## src/rtl/alu_sequencer_pkg.sv

```systemverilog
// Shared definitions for the ALU command sequencer: widths, FSM state codes,
// ALU opcode encodings ({arit, ALUOp}) and the latched-command record.
package alu_sequencer_pkg;

  localparam int DATA_W = 4;
  localparam int REG_AW = 2;
  localparam int CNT_W  = 4;
  localparam int NREGS  = 1 << REG_AW;

  localparam logic [1:0] ST_IDLE  = 2'd0;
  localparam logic [1:0] ST_ISSUE = 2'd1;
  localparam logic [1:0] ST_DONE  = 2'd2;

  // {arit, ALUOp}
  localparam logic [2:0] OP_AND  = 3'b000;
  localparam logic [2:0] OP_OR   = 3'b001;
  localparam logic [2:0] OP_XOR  = 3'b010;
  localparam logic [2:0] OP_NOTA = 3'b011;
  localparam logic [2:0] OP_ADD  = 3'b100;
  localparam logic [2:0] OP_SUB  = 3'b101;
  localparam logic [2:0] OP_CPLA = 3'b110;
  localparam logic [2:0] OP_CPLB = 3'b111;

  typedef struct packed {
    logic              arit;
    logic [1:0]        aluop;
    logic [REG_AW-1:0] rd;
  } issue_t;

endpackage

```

## src/rtl/alu_sequencer_regfile4x4.sv

```systemverilog
// 4x4-bit register file: three combinational read ports, one synchronous
// write port, synchronous active-high clear.
module alu_sequencer_regfile4x4
  import alu_sequencer_pkg::*;
(
  input  logic              clk,
  input  logic              reset,
  input  logic              we_i,
  input  logic [REG_AW-1:0] waddr_i,
  input  logic [DATA_W-1:0] wdata_i,
  input  logic [REG_AW-1:0] raddr_a_i,
  input  logic [REG_AW-1:0] raddr_b_i,
  input  logic [REG_AW-1:0] raddr_dbg_i,
  output logic [DATA_W-1:0] rdata_a_o,
  output logic [DATA_W-1:0] rdata_b_o,
  output logic [DATA_W-1:0] rdata_dbg_o
);

  logic [DATA_W-1:0] regs_q [NREGS];

  always_ff @(posedge clk) begin
    if (reset) begin
      for (int i = 0; i < NREGS; i++) regs_q[i] <= '0;
    end else if (we_i) begin
      regs_q[waddr_i] <= wdata_i;
    end
  end

  assign rdata_a_o   = regs_q[raddr_a_i];
  assign rdata_b_o   = regs_q[raddr_b_i];
  assign rdata_dbg_o = regs_q[raddr_dbg_i];

endmodule

```

## src/rtl/alu_sequencer.sv

```systemverilog
// Multi-cycle initiator for the external 4-bit ALU: accepts one command at a
// time, iterates the ALU with R fed back into A, and captures R and flags.
//
// state    | meaning
// ---------+---------------------------------------------------------------
// ST_IDLE  | cmd_ready=1, accept command, latch operands, write load imm
// ST_ISSUE | drive ALU, capture R/flags each cycle, count down iterations
// ST_DONE  | one-cycle done pulse, then back to ST_IDLE
module alu_sequencer
  import alu_sequencer_pkg::*;
(
  input  logic              clk,
  input  logic              reset,
  input  logic              cmd_valid,
  output logic              cmd_ready,
  input  logic              cmd_load,
  input  logic              cmd_arit,
  input  logic [1:0]        cmd_aluop,
  input  logic [REG_AW-1:0] cmd_rd,
  input  logic [REG_AW-1:0] cmd_ra,
  input  logic [REG_AW-1:0] cmd_rb,
  input  logic [DATA_W-1:0] cmd_imm,
  input  logic [CNT_W-1:0]  cmd_cnt,
  output logic [DATA_W-1:0] alu_A,
  output logic [DATA_W-1:0] alu_B,
  output logic [1:0]        alu_ALUOp,
  output logic              alu_arit,
  input  logic [DATA_W-1:0] alu_R,
  input  logic              alu_zero,
  input  logic              alu_carry,
  input  logic              alu_sign,
  output logic              done,
  output logic [DATA_W-1:0] result,
  output logic              flag_zero,
  output logic              flag_carry,
  output logic              flag_sign,
  output logic              flag_cacc,
  input  logic [REG_AW-1:0] dbg_sel,
  output logic [DATA_W-1:0] dbg_data
);

  logic [1:0]        state_q, state_d;
  issue_t            op_q, op_d;
  logic [DATA_W-1:0] opa_q, opa_d;
  logic [DATA_W-1:0] opb_q, opb_d;
  logic [CNT_W-1:0]  cnt_q, cnt_d;
  logic              first_q, first_d;
  logic [DATA_W-1:0] result_q, result_d;
  logic              fzero_q, fzero_d;
  logic              fcarry_q, fcarry_d;
  logic              fsign_q, fsign_d;
  logic              fcacc_q, fcacc_d;

  logic              accept;
  logic              rf_we;
  logic [REG_AW-1:0] rf_waddr;
  logic [DATA_W-1:0] rf_wdata;
  logic [DATA_W-1:0] rf_ra_data;
  logic [DATA_W-1:0] rf_rb_data;

  alu_sequencer_regfile4x4 u_regfile (
    .clk         (clk),
    .reset       (reset),
    .we_i        (rf_we),
    .waddr_i     (rf_waddr),
    .wdata_i     (rf_wdata),
    .raddr_a_i   (cmd_ra),
    .raddr_b_i   (cmd_rb),
    .raddr_dbg_i (dbg_sel),
    .rdata_a_o   (rf_ra_data),
    .rdata_b_o   (rf_rb_data),
    .rdata_dbg_o (dbg_data)
  );

  assign accept = cmd_valid && (state_q == ST_IDLE);

  always_comb begin
    state_d  = state_q;
    op_d     = op_q;
    opa_d    = opa_q;
    opb_d    = opb_q;
    cnt_d    = cnt_q;
    first_d  = first_q;
    result_d = result_q;
    fzero_d  = fzero_q;
    fcarry_d = fcarry_q;
    fsign_d  = fsign_q;
    fcacc_d  = fcacc_q;
    rf_we    = 1'b0;
    rf_waddr = cmd_rd;
    rf_wdata = cmd_imm;

    case (state_q)
      ST_IDLE: begin
        if (accept) begin
          cnt_d   = cmd_cnt;
          first_d = 1'b1;
          if (cmd_load) begin
            rf_we    = 1'b1;
            result_d = cmd_imm;
            state_d  = ST_DONE;
          end else begin
            // Operands and op are only latched for ALU commands so the ALU
            // inputs keep their last issued values across loads.
            op_d    = '{arit: cmd_arit, aluop: cmd_aluop, rd: cmd_rd};
            opa_d   = rf_ra_data;
            opb_d   = rf_rb_data;
            state_d = ST_ISSUE;
          end
        end
      end

      ST_ISSUE: begin
        rf_we    = 1'b1;
        rf_waddr = op_q.rd;
        rf_wdata = alu_R;
        result_d = alu_R;
        fzero_d  = alu_zero;
        fcarry_d = alu_carry;
        fsign_d  = alu_sign;
        fcacc_d  = (first_q ? 1'b0 : fcacc_q) | alu_carry;
        first_d  = 1'b0;
        if (cnt_q == '0) begin
          state_d = ST_DONE;
        end else begin
          cnt_d = cnt_q - CNT_W'(1);
          opa_d = alu_R;
        end
      end

      ST_DONE: state_d = ST_IDLE;

      default: state_d = ST_IDLE;
    endcase
  end

  always_ff @(posedge clk) begin
    if (reset) begin
      state_q  <= ST_IDLE;
      op_q     <= '0;
      opa_q    <= '0;
      opb_q    <= '0;
      cnt_q    <= '0;
      first_q  <= 1'b0;
      result_q <= '0;
      fzero_q  <= 1'b0;
      fcarry_q <= 1'b0;
      fsign_q  <= 1'b0;
      fcacc_q  <= 1'b0;
    end else begin
      state_q  <= state_d;
      op_q     <= op_d;
      opa_q    <= opa_d;
      opb_q    <= opb_d;
      cnt_q    <= cnt_d;
      first_q  <= first_d;
      result_q <= result_d;
      fzero_q  <= fzero_d;
      fcarry_q <= fcarry_d;
      fsign_q  <= fsign_d;
      fcacc_q  <= fcacc_d;
    end
  end

  assign cmd_ready  = (state_q == ST_IDLE);
  assign done       = (state_q == ST_DONE);
  assign alu_A      = opa_q;
  assign alu_B      = opb_q;
  assign alu_ALUOp  = op_q.aluop;
  assign alu_arit   = op_q.arit;
  assign result     = result_q;
  assign flag_zero  = fzero_q;
  assign flag_carry = fcarry_q;
  assign flag_sign  = fsign_q;
  assign flag_cacc  = fcacc_q;

endmodule

```

## config.mk

```make
export PLATFORM = sky130hd
export DESIGN_NAME = alu_sequencer
export DESIGN_NICKNAME = d
export VERILOG_FILES = /design/src/rtl/alu_sequencer_pkg.sv /design/src/rtl/alu_sequencer_regfile4x4.sv /design/src/rtl/alu_sequencer.sv
export SDC_FILE = /design/constraint.sdc
export NUM_CORES = 1
export LEC_CHECK = 0
export CAP_MARGIN = 20
export CORE_ASPECT_RATIO = 1.2
export CORE_MARGIN = 1.5
export CORE_UTILIZATION = 40
export DETAILED_ROUTE_END_ITERATION = 12
export GPL_ROUTABILITY_DRIVEN = 1
export PLACE_DENSITY = 0.71
export SLEW_MARGIN = 20
export SYNTH_ARGS = -nofsm -noshare
export SYNTH_HDL_FRONTEND = slang
export SYNTH_SLANG_ARGS = --single-unit
```

## constraint.sdc

```tcl
create_clock -name clk -period 2.1 [get_ports clk]
set_input_delay 0.42 -clock clk [delete_from_list [all_inputs] [get_ports clk]]
set_output_delay 0.42 -clock clk [all_outputs]
set_load 0.01 [all_outputs]
```

Yosys cells after proc, flatten, opt, wreduce, memory -nomap -nowiden
Memories as Yosys holds them, arrays and structs flattened. A register that Yosys moved wholly into a read port is not among the register bits.
Cells that the tools add are included.
{"block": "classes", "addsub": 1, "eq_ne": 7, "n_mux": 30, "bitwise": 2, "reduce_logical": 11}
{"cell": "$mux 4", "count": 9}
{"cell": "$pmux 4 s2", "count": 3}
{"cell": "$mux 1", "count": 10}
{"cell": "$mux 2", "count": 5}
{"cell": "$reduce_and 3->1", "count": 3}
{"cell": "$ne 2x2->1 const B", "count": 3}
{"cell": "$logic_not 4->1", "count": 1}
{"cell": "$ne 2x1->1 const B", "count": 2}
{"cell": "$pmux 1 s2", "count": 2}
{"cell": "$pmux 2 s2", "count": 1}
{"cell": "$reduce_and 2->1", "count": 2}
{"cell": "$reduce_and 4->1", "count": 1}
{"cell": "$reduce_or 4->1", "count": 1}
{"cell": "$sub 4x1->4 const B", "count": 1}
{"cell": "$eq 2x1->1 const B", "count": 1}
{"cell": "$eq 2x2->1 const B", "count": 1}
{"cell": "$logic_not 2->1", "count": 1}
{"cell": "$reduce_bool 2->1", "count": 1}
{"cell": "$logic_and 1x1->1", "count": 1}
{"cell": "$not 1->1", "count": 1}
{"cell": "$or 1x1->1", "count": 1}
{"block": "totals", "ff_bits": 24, "ram_bits": 16, "inputBits": 30, "output_inout_bits": 25, "word_cells": 64, "n_memories": 1}
{"memory": "u_regfile.regs_q", "depth": 4, "word_bits": 4, "rd": 3, "rd_ports_with_merged_regs": 1, "write_ports": 4, "line": "alu_sequencer_regfile4x4.sv:19", "text": "logic [DATA_W-1:0] regs_q [NREGS];"}

Logic depth before layout (Yosys ltp)
Gate-level depths: netlist (run 1).
{"block": "depth", "depth_word": 9, "depth_mapped": 6, "ltp_nobuf": 5}

By module
From an unflattened synthesis (run 1), not the netlist that was laid out.
{"block": "unflattened", "hier_cells": 215, "area_unflattened_um2": 2298.5}
{"module": "alu_sequencer", "instances": 1, "cells_each": 161, "area_each_um2": 1313.8, "seq_area_each_um2": 560.5}
{"module": "alu_sequencer_regfile4x4", "instances": 1, "cells_each": 54, "area_each_um2": 984.7, "seq_area_each_um2": 480.5}

Worst setup path after synthesis (run 1)
No wires, ideal clock.
{"block": "synth_timing", "path_type": "input port to flip-flop", "start": "input port reset", "end": "memory u_regfile.regs_q[0][0] (enable)", "setup_ps": 338, "arrival_ps": 1389, "required_ps": 1762, "slack_ps": 373, "path_stages": 4, "path_buffers": 2, "path_cell_list": "buf_1 or3_1 clkbuf_1 o21bai_1"}
{"item": "start, declared", "line": "alu_sequencer.sv:13", "text": "input logic reset,"}
{"item": "end, declared", "line": "alu_sequencer_regfile4x4.sv:19"}

Worst setup path after layout (run 1)
{"block": "layout_timing", "start": "input port dbg_sel[1]", "end": "output port dbg_data[0]"}
{"block": "layout_via", "elab_chain_len": 1}
{"item": "start, declared", "line": "alu_sequencer.sv:38", "text": "input logic [REG_AW-1:0] dbg_sel,"}
{"item": "$mem_v2 4x4"}
{"item": "end, declared", "line": "alu_sequencer.sv:39", "text": "output logic [DATA_W-1:0] dbg_data"}
No other way between the ends.

==> flow_metrics.tcl, run 1 <==
set metrics [dict create \
    fin_area_sq_mm 0.00307 \
    startpoint_type "input pin" \
    fill_cells 464 \
    reg2reg_to "alu_ALUOp[1]" \
    p_clk_share_pct 29.5 \
    synth-seq-cells 44 \
    numCtsBuffers 5 \
    yosysTopAreaCellShare_pct 25.2 \
    fin_crit_ns 2.04 \
    post-place-ws_ns -0.380 \
    io_pins 55 \
    route.final.wire_length_mm 5.76 \
    wl_per_cell_microns 16.7 \
    hold_start "alu_B[0]" \
    p_sw_share_pct 27.9 \
    synth_area_sq_mm 0.00223 \
    yosys.cell_count.top_type "nand2_1" \
    die_y_microns 84.7 \
    synthTopCellsByCount "nand2_1 (34), dfxtp_1 (28), a21oi_1 (23)" \
    clock_latency_ns 0.31 \
    postCtsSetupRepairBufs 0 \
    path_cells "clkdlybuf4s50_1, mux4_2, dlygate4sd2_1" \
    clk_pin_slew_ns 0.08 \
    drt-initial-drc-count 132 \
    fin_skew_ns 0.00993 \
    synth_enable_flop_cells 16 \
    placed_area_sq_mm 0.00295 \
    cp.depth 3 \
    slowest_stage "clkdlybuf4s50_1" \
    drv_slew 0 \
    slew_headroom_pct 67.8 \
    clock_path_buffers 2 \
    io_buffers 54 \
    arrival_ns 1.62 \
    syn_area_per_cell_sq_um 10.5 \
    critical_path_required_ns 1.68 \
    crit_fanout 4 \
    setup.worst_path.end "dbg_data[0]" \
    place_congestion 0.870 \
    die_area_sq_mm 0.00602 \
    first_pass_iters 4 \
    final_net_count 313 \
    initial_core_util_pct 41.7 \
    critPathLaunch "dbg_sel[1]" \
    async_flop_share_pct 0 \
    setup_ws_ns 0.0558 \
    reg2reg_slack_ns 0.31 \
    ctsHoldBuffers 0 \
    yosys-top-cells-area "dfxtp_1 (25%), edfxtp_1 (22%), mux4_2 (12%), nand2_1 (5.7%), a21oi_1 (5.2%)" \
    ant_nets 0 \
    cts_tree "done" \
    period_share_pct 97.3 \
    cts_sinks 44 \
    setup_viol 0 \
    dieWidth_microns 71.1 \
    vias 1950 \
    slowest_delay_ns 0.57 \
    p_comb_share_pct 24.9 \
    leakagePower_nw 1.14 \
    hold_class "reg2reg" \
    ys_types 42 \
    worst_path_dominant_cell_family "buffers and inverters" \
    ir_worst_vdd_mv 0.304 \
    grt-ovfl-total 0 \
    grt_pass1_vias 1916 \
    grt_pass1_wl_mm 9.40 \
    worst_slew_pin_slew_ns 0.480 \
    endpoint_kind "primary output" \
    rows 29 \
    syn_nets 243 \
    pwr-share-seq_pct 45.6 \
    timing.setup.tns_ns 0 \
    p_switching_mw 0.616 \
    p_int_mw 1.59 \
    cap_violations 0 \
    area_growth_pct 37.8 \
    yosys.area.top_type "dfxtp_1" \
    hold_viol_final 0 \
    rsz0062_at_grt "no" \
    reg2reg_depth 4 \
    grt_usage_pct 20.1 \
    synthCells 212 \
    coreArea_sq_mm 0.00533 \
    powerDensity_mw_per_mm2 720 \
    worstReg2RegStart "state_q[0]" \
    ys_seq_area_share_pct 46.8 \
    synth-main-ff-cell "dfxtp_1" \
    holdWs_ns 0.455 \
    drive_gt1_share_pct 18.4 \
    antenna_found_initial 0 \
    cts_resized 7 \
    diodes 0 \
    grt_start_max_net_pins 34 \
    critPathBufInv 2 \
    drcViolationCount 0 \
    yosysWarnings 0 \
    viasPerCell 5.65 \
    status "completed" \
    place_hpwl_mm 4.24 \
    critical_path_class "in2out" \
    max_freq_ghz 0.489 \
    htreeDepth 2 \
    cts_root_buf "clkbuf_8" \
]
-- through the flow --
step / util [%] / cells / power [mW]
6_report: 57.5 / 345 / 2.21
3_3_place_gp: 55.4 / 337 / 1.56
3_5_place_dp: 55.4 / 337 / 1.58
2_1_floorplan: - / 212 / 1.31
5_1_grt: 57.5 / 345 / 2.31
4_1_cts: 57.5 / 345 / 2.21
-- sequential cells by signal (all words and copies together), names as in the netlist --
signal / cells
alu_arit: 1
flag_cacc: 1
flag_sign: 1
flag_zero: 1
cnt_q: 4
result: 4
alu_ALUOp: 2
flag_carry: 1
alu_B: 4
first_q: 1
alu_A: 4
op_q: 2
state_q: 2
u_regfile.regs_q: 16
-- cell usage in the layout (no fill, tap or decap), types with 3 or more instances in the layout --
cell type        instances
a211oi_1                 4
a21oi_1                 23
a311oi_1                 5
a31oi_1                  7
buf_4                   24
clkbuf_8                 6
clkdlybuf4s50_1         49
dfxtp_1                 28
dlygate4sd2_1            4
edfxtp_1                16
inv_1                    6
mux2i_1                  4
mux4_2                  12
nand2_1                 34
nand2b_1                 4
nor2_1                   7
nor3_1                  14
nor4bb_1                 3
o21bai_1                 3
-- layer usage --
layer | wire [microns] | share of wire [%] | GRT usage [%] | vias to the layer above
li1 | - | - | - | 939
met3 | 289 | 5.0 | 3.72 | 12
met1 | 2470 | 43 | 25.7 | 929
met2 | 2920 | 51 | 33.7 | 70
met5 | 0 | 0 | 0 | -
met4 | 81 | 1.4 | 7.55 | 0
-- power by group through the flow --
stage	Clock (mW)	Sequential, mW	Combinational (mW)
final	0.653	1.01	0.550
after CTS	0.658	1.01	0.550
after global routing	0.694	1.02	0.597
after detailed placement	0	1.03	0.551
after global placement	0	1.02	0.543
after floorplan	0	1.02	0.286
-- cells by family (layout without fill, tap and decap cells) --
group,after synthesis,in the layout,share of synthesized area [%]
compound gates,54,54,16.0
fa+ha+maj,1,1,0.562
buf+inv,22,93,4.55
flops,44,44,46.8
mux,16,16,13.9
simple gates,75,75,18.2
-- tightest hold or removal path: stages, from the launching register on --
cell	delay, ns
dfxtp_1	0.31
nand2_1	0.05
a21oi_1	0.05
-- area by class of cell --
cell class	instances	area (sq um)	share of cell area (%)
Sequential cell	44	1040	33.9
Timing Repair Buffer	79	727	23.7
Multi-Input combinational cell	146	1080	35.3
Inverter	6	22.5	0.734
Tap cell	62	77.6	2.53
Clock buffer	7	108	3.51
Clock inverter	1	8.76	0.285
-- worst min path at each step --
stage                    to  slack, ns  depth (start not counted)
6_report           alu_B[0]       0.45                          2
5_1_grt            alu_B[0]       0.47                          2
4_1_cts            alu_B[0]       0.46                          2
3_5_place_dp   alu_ALUOp[0]       0.45                          2
3_3_place_gp   alu_ALUOp[1]       0.44                          2
2_1_floorplan  alu_ALUOp[0]       0.44                          2
Power figures use the tool's default switching activity.
==> run 2: changes to the inputs <==
- DONT_BUFFER_PORTS: not set -> 1
- PLACE_DENSITY: 0.71 -> 0.58
==> flow_metrics.tcl, run 2 (same netlist as run 1, synthesis figures left out) <==
set metrics [dict create \
    period_share_pct 83.7 \
    fin_area_sq_mm 0.00239 \
    status "completed" \
    post-place-cells 265 \
    grt_usage_pct 17.6 \
    drv_slew 0 \
    final-instance-count-excl-fill 273 \
    layout_commonest_cell "nand2_1" \
    rsz0062_at_grt "no" \
    critical_path_required_ns 1.68 \
    slowest_stage "dfxtp_1" \
    numCtsBuffers 5 \
    vias 1637 \
    route.final.wire_length_mm 5.20 \
    leakagePower_nw 0.833 \
    antenna_found_initial 0 \
    slew_headroom_pct 61.7 \
    rows 29 \
    cts_tree "done" \
    viasPerCell 6.00 \
    ant_nets 0 \
    cts_resized 0 \
    grt_pass1_wl_mm 8.14 \
    largest_register "u_regfile.regs_q" \
    path_cells "buf_4, inv_1, nor2_1" \
    max_freq_ghz 0.569 \
    final_util_pct 44.9 \
    cap_violations 0 \
    diodes 0 \
    first_pass_iters 5 \
    die_y_microns 84.7 \
    slowest_delay_ns 0.45 \
    clock_latency_ns 0.30 \
    initial_core_util_pct 41.7 \
    clk_pin_slew_ns 0.08 \
    dieWidth_microns 71.1 \
    crit_fanout 9 \
    wl_per_cell_microns 19.1 \
    worst_slew_pin_slew_ns 0.559 \
    grt-ovfl-total 0 \
    die_area_sq_mm 0.00602 \
    ir_worst_vdd_mv 0.339 \
    postCtsSetupRepairBufs 0 \
    critical_path_class "reg2out" \
    hold_class "in2reg" \
    hold_viol_final 0 \
    timing.setup.tns_ns 0 \
    arrival_ns 1.34 \
    fin_skew_ns 0.0101 \
    place_hpwl_mm 3.82 \
    htreeDepth 2 \
    final_net_count 241 \
    grt_start_max_net_pins 35 \
    io_pins 55 \
    startpoint_type "register" \
    drt-initial-drc-count 105 \
    cts_root_buf "clkbuf_8" \
    ctsHoldBuffers 0 \
    io_buffers 0 \
    placed_area_sq_mm 0.00228 \
    setup_viol 0 \
    largest_reg_flops 16 \
    coreArea_sq_mm 0.00533 \
    drive_gt1_share_pct 16.1 \
    cts_sinks 44 \
    drcViolationCount 0 \
    powerDensity_mw_per_mm2 846 \
    fin_crit_ns 1.76 \
    holdWs_ns 0.178 \
    endpoint_kind "primary output" \
    grt_pass1_vias 1562 \
    final_cell_mix "nand2_1 (34), dfxtp_1 (28), a21oi_1 (23)" \
    place_congestion 0.762 \
    clock_path_buffers 2 \
    area_growth_pct 7.48 \
]
[run 2: per-stage QoR]
stage	setup slack, ns	total power [mW]
finish	0.342	2.02
global route	0.185	2.12
CTS	0.323	2.04
detailed placement	0.347	1.38
global placement	0.392	1.37
floorplan	0.373	1.31
[run 2: critical path: cells and delay by family, from the launching register on]
kind | cells | cell delay, ns
buffers and inverters | 2 | 0.36
DFF | 1 | 0.45
and+or+nand+nor | 1 | 0.23
[run 2: per-layer routing]
metal | share of wire, % | global-route usage [%] | vias up
li1 | - | - | 794
met1 | 44 | 22.8 | 777
met2 | 47 | 27.3 | 61
met3 | 8.5 | 6.48 | 5
met4 | 1.1 | 5.66 | 0
met5 | 0 | 0 | -
[run 2: cell type report]
| class | count | area [sq um] |
|---|---|---|
| Clock buffer | 5 | 68.8 |
| Clock inverter | 3 | 46.3 |
| Fill cell | 507 | 2940 |
| Inverter | 6 | 22.5 |
| Multi-Input combinational cell | 146 | 1080 |
| Sequential cell | 44 | 1040 |
| Tap cell | 62 | 77.6 |
| Timing Repair Buffer | 7 | 52.6 |
[run 2: worst paths after layout]
path / startpoint / to / slack, ns / cells after the start
worst min register to register: flag_carry / flag_carry / 0.49 / 2
worst min-delay path: reset / flag_sign / 0.18 / 1
worst max-delay path: state_q[1] / done / 0.34 / 3
worst max register to register: state_q[1] / u_regfile.regs_q[0][2] / 0.34 / 3
[run 2: where the power goes]
part | switching [mW] | internal [mW]
sequential | 0.0663 | 0.953
clock | 0.309 | 0.359
combinational | 0.179 | 0.158
==> run 3: changes to the inputs <==
- PLACE_DENSITY: 0.58 -> 0.6
- clock period: 2.1 -> 1.4 ns (I/O delays scaled with it)
==> flow_metrics.tcl, run 3 (same netlist as run 1, synthesis figures left out) <==
set metrics [dict create \
    clk_pin_slew_ns 0.09 \
    powerDensity_mw_per_mm2 1160 \
    status "finished, violations left" \
    crit_fanout 2 \
    startpoint_type "register" \
    arrival_ns 1.26 \
    io_buffers 0 \
    initial_core_util_pct 41.7 \
    period_share_pct 110 \
    grt_start_max_net_pins 35 \
    slew_headroom_pct 79.2 \
    ant_nets 0 \
    route.final.wire_length_mm 6.34 \
    place_congestion 0.810 \
    place_hpwl_mm 4.20 \
    drive_gt1_share_pct 53.5 \
    path_cells "mux4_2" \
    setup_ws_ns -0.140 \
    drcViolationCount 0 \
    cts_root_buf "clkbuf_8" \
    critical_path_required_ns 1.12 \
    hold_class "in2reg" \
    max_freq_ghz 0.649 \
    layout_commonest_cell "buf_4" \
    final_cell_mix "buf_4 (37), nand2_1 (30), dfxtp_1 (24)" \
    clock_latency_ns 0.31 \
    slowest_delay_ns 0.53 \
    placed_area_sq_mm 0.00251 \
    drt-initial-drc-count 89 \
    hold_viol_final 0 \
    endpoint_kind "primary output" \
    worst_path_dominant_cell_family "multiplexers" \
    vias 1900 \
    largest_reg_flops 16 \
    wl_per_cell_microns 19.7 \
    diodes 0 \
    failed_checks "setup timing" \
    htreeDepth 2 \
    power_mw 3.89 \
    slowest_stage "mux4_2" \
    grt-ovfl-total 0 \
    antenna_found_initial 0 \
    clock_path_buffers 2 \
    final_net_count 290 \
    cts_sinks 44 \
    dieWidth_microns 71.1 \
    grt_pass1_wl_mm 9.67 \
    critPathBufInv 0 \
    area_growth_pct 50.9 \
    coreArea_sq_mm 0.00533 \
    rows 29 \
    worst_slew_pin_slew_ns 0.305 \
    setup_viol 27 \
    rsz0062_at_grt "yes" \
    numCtsBuffers 5 \
    ir_worst_vdd_mv 1.03 \
    die_area_sq_mm 0.00602 \
    fin_area_sq_mm 0.00336 \
    io_pins 55 \
    grt_usage_pct 20.9 \
    holdWs_ns 0.0307 \
    grt_pass1_vias 1835 \
    cts_tree "done" \
    critical_path_class "reg2out" \
    die_y_microns 84.7 \
    fin_crit_ns 1.54 \
    drv_slew 0 \
    largest_register "u_regfile.regs_q" \
    viasPerCell 5.90 \
    cap_violations 0 \
    leakagePower_nw 1.23 \
    fin_skew_ns 0.00992 \
    first_pass_iters 4 \
]
==> run 3: cell count changes in the layout (fill, tap and decap cells not counted), moves of 4 or more <==
cell / before / now
buf_6: 0 / 14
a31oi_1: 7 / 0
a31oi_4: 0 / 6
buf_4: 7 / 37
nor2_2: 0 / 4
nor3_1: 14 / 2
nor2_1: 7 / 2
nand2_1: 34 / 30
a311oi_2: 0 / 4
a311oi_1: 5 / 1
dfxtp_1: 28 / 24
nor3_2: 0 / 9
==> run 3: path summary, 6_finish.rpt <==
check / startpoint / end / slack (ns) / depth (start not counted)
setup reg to reg: state_q[0] / u_regfile.regs_q[2][3] / -0.08 / 6
setup / recovery: u_regfile.regs_q[0][2] / dbg_data[2] / -0.14 / 1
hold / removal: reset / op_q[1] / 0.03 / 1
hold reg to reg: alu_ALUOp[0] / alu_ALUOp[0] / 0.49 / 2
==> run 3: cell type report <==
class                           count  area (sq um)
Inverter                            6          22.5
Multi-Input combinational cell    146          1520
Clock inverter                      3          90.1
Timing Repair Buffer               56           533
Clock buffer                        5          68.8
Fill cell                         404          1980
Tap cell                           62          77.6
Sequential cell                    44          1050
==> run 3: per-stage QoR <==
| stage | setup TNS, ns | worst slack [ns] | util [%] | instances |
|---|---|---|---|---|
| finish | -1.31 | -0.140 | 63.0 | 322 |
| global route | -2.95 | -0.169 | 63.0 | 322 |
| CTS | -0.980 | -0.130 | 57.1 | 312 |
| detailed placement | -4.89 | -0.188 | 47.0 | 282 |
| global placement | -3.67 | -0.118 | 47.0 | 282 |
| floorplan | -0.0942 | -0.0172 | - | 212 |
==> run 3: layer usage <==
metal | GRT usage, % | share of wire, % | vias up
li1 | - | - | 894
met1 | 26.7 | 43 | 954
met2 | 34.7 | 51 | 47
met3 | 5.64 | 4.5 | 5
met4 | 5.83 | 1.2 | 0
met5 | 0 | 0 | -
==> run 3: timing repair <==
action	CTS	global route
cloned	2	1
hold buffers	0	0
pin swaps	12	30
buffers inserted	20	13
endpoints found under the setup margin	57	52
gates resized for setup	34	51
==> run 3: report_power, final <==
| part | total, mW | internal (mW) | switching [mW] | leakage (nW) |
|---|---|---|---|---|
| Combinational | 0.996 | 0.549 | 0.446 | 0.756 |
| Clock | 1.35 | 0.892 | 0.461 | 0.0784 |
| Sequential | 1.54 | 1.43 | 0.109 | 0.398 |
| Total | 3.89 | 2.87 | 1.02 | 1.23 |
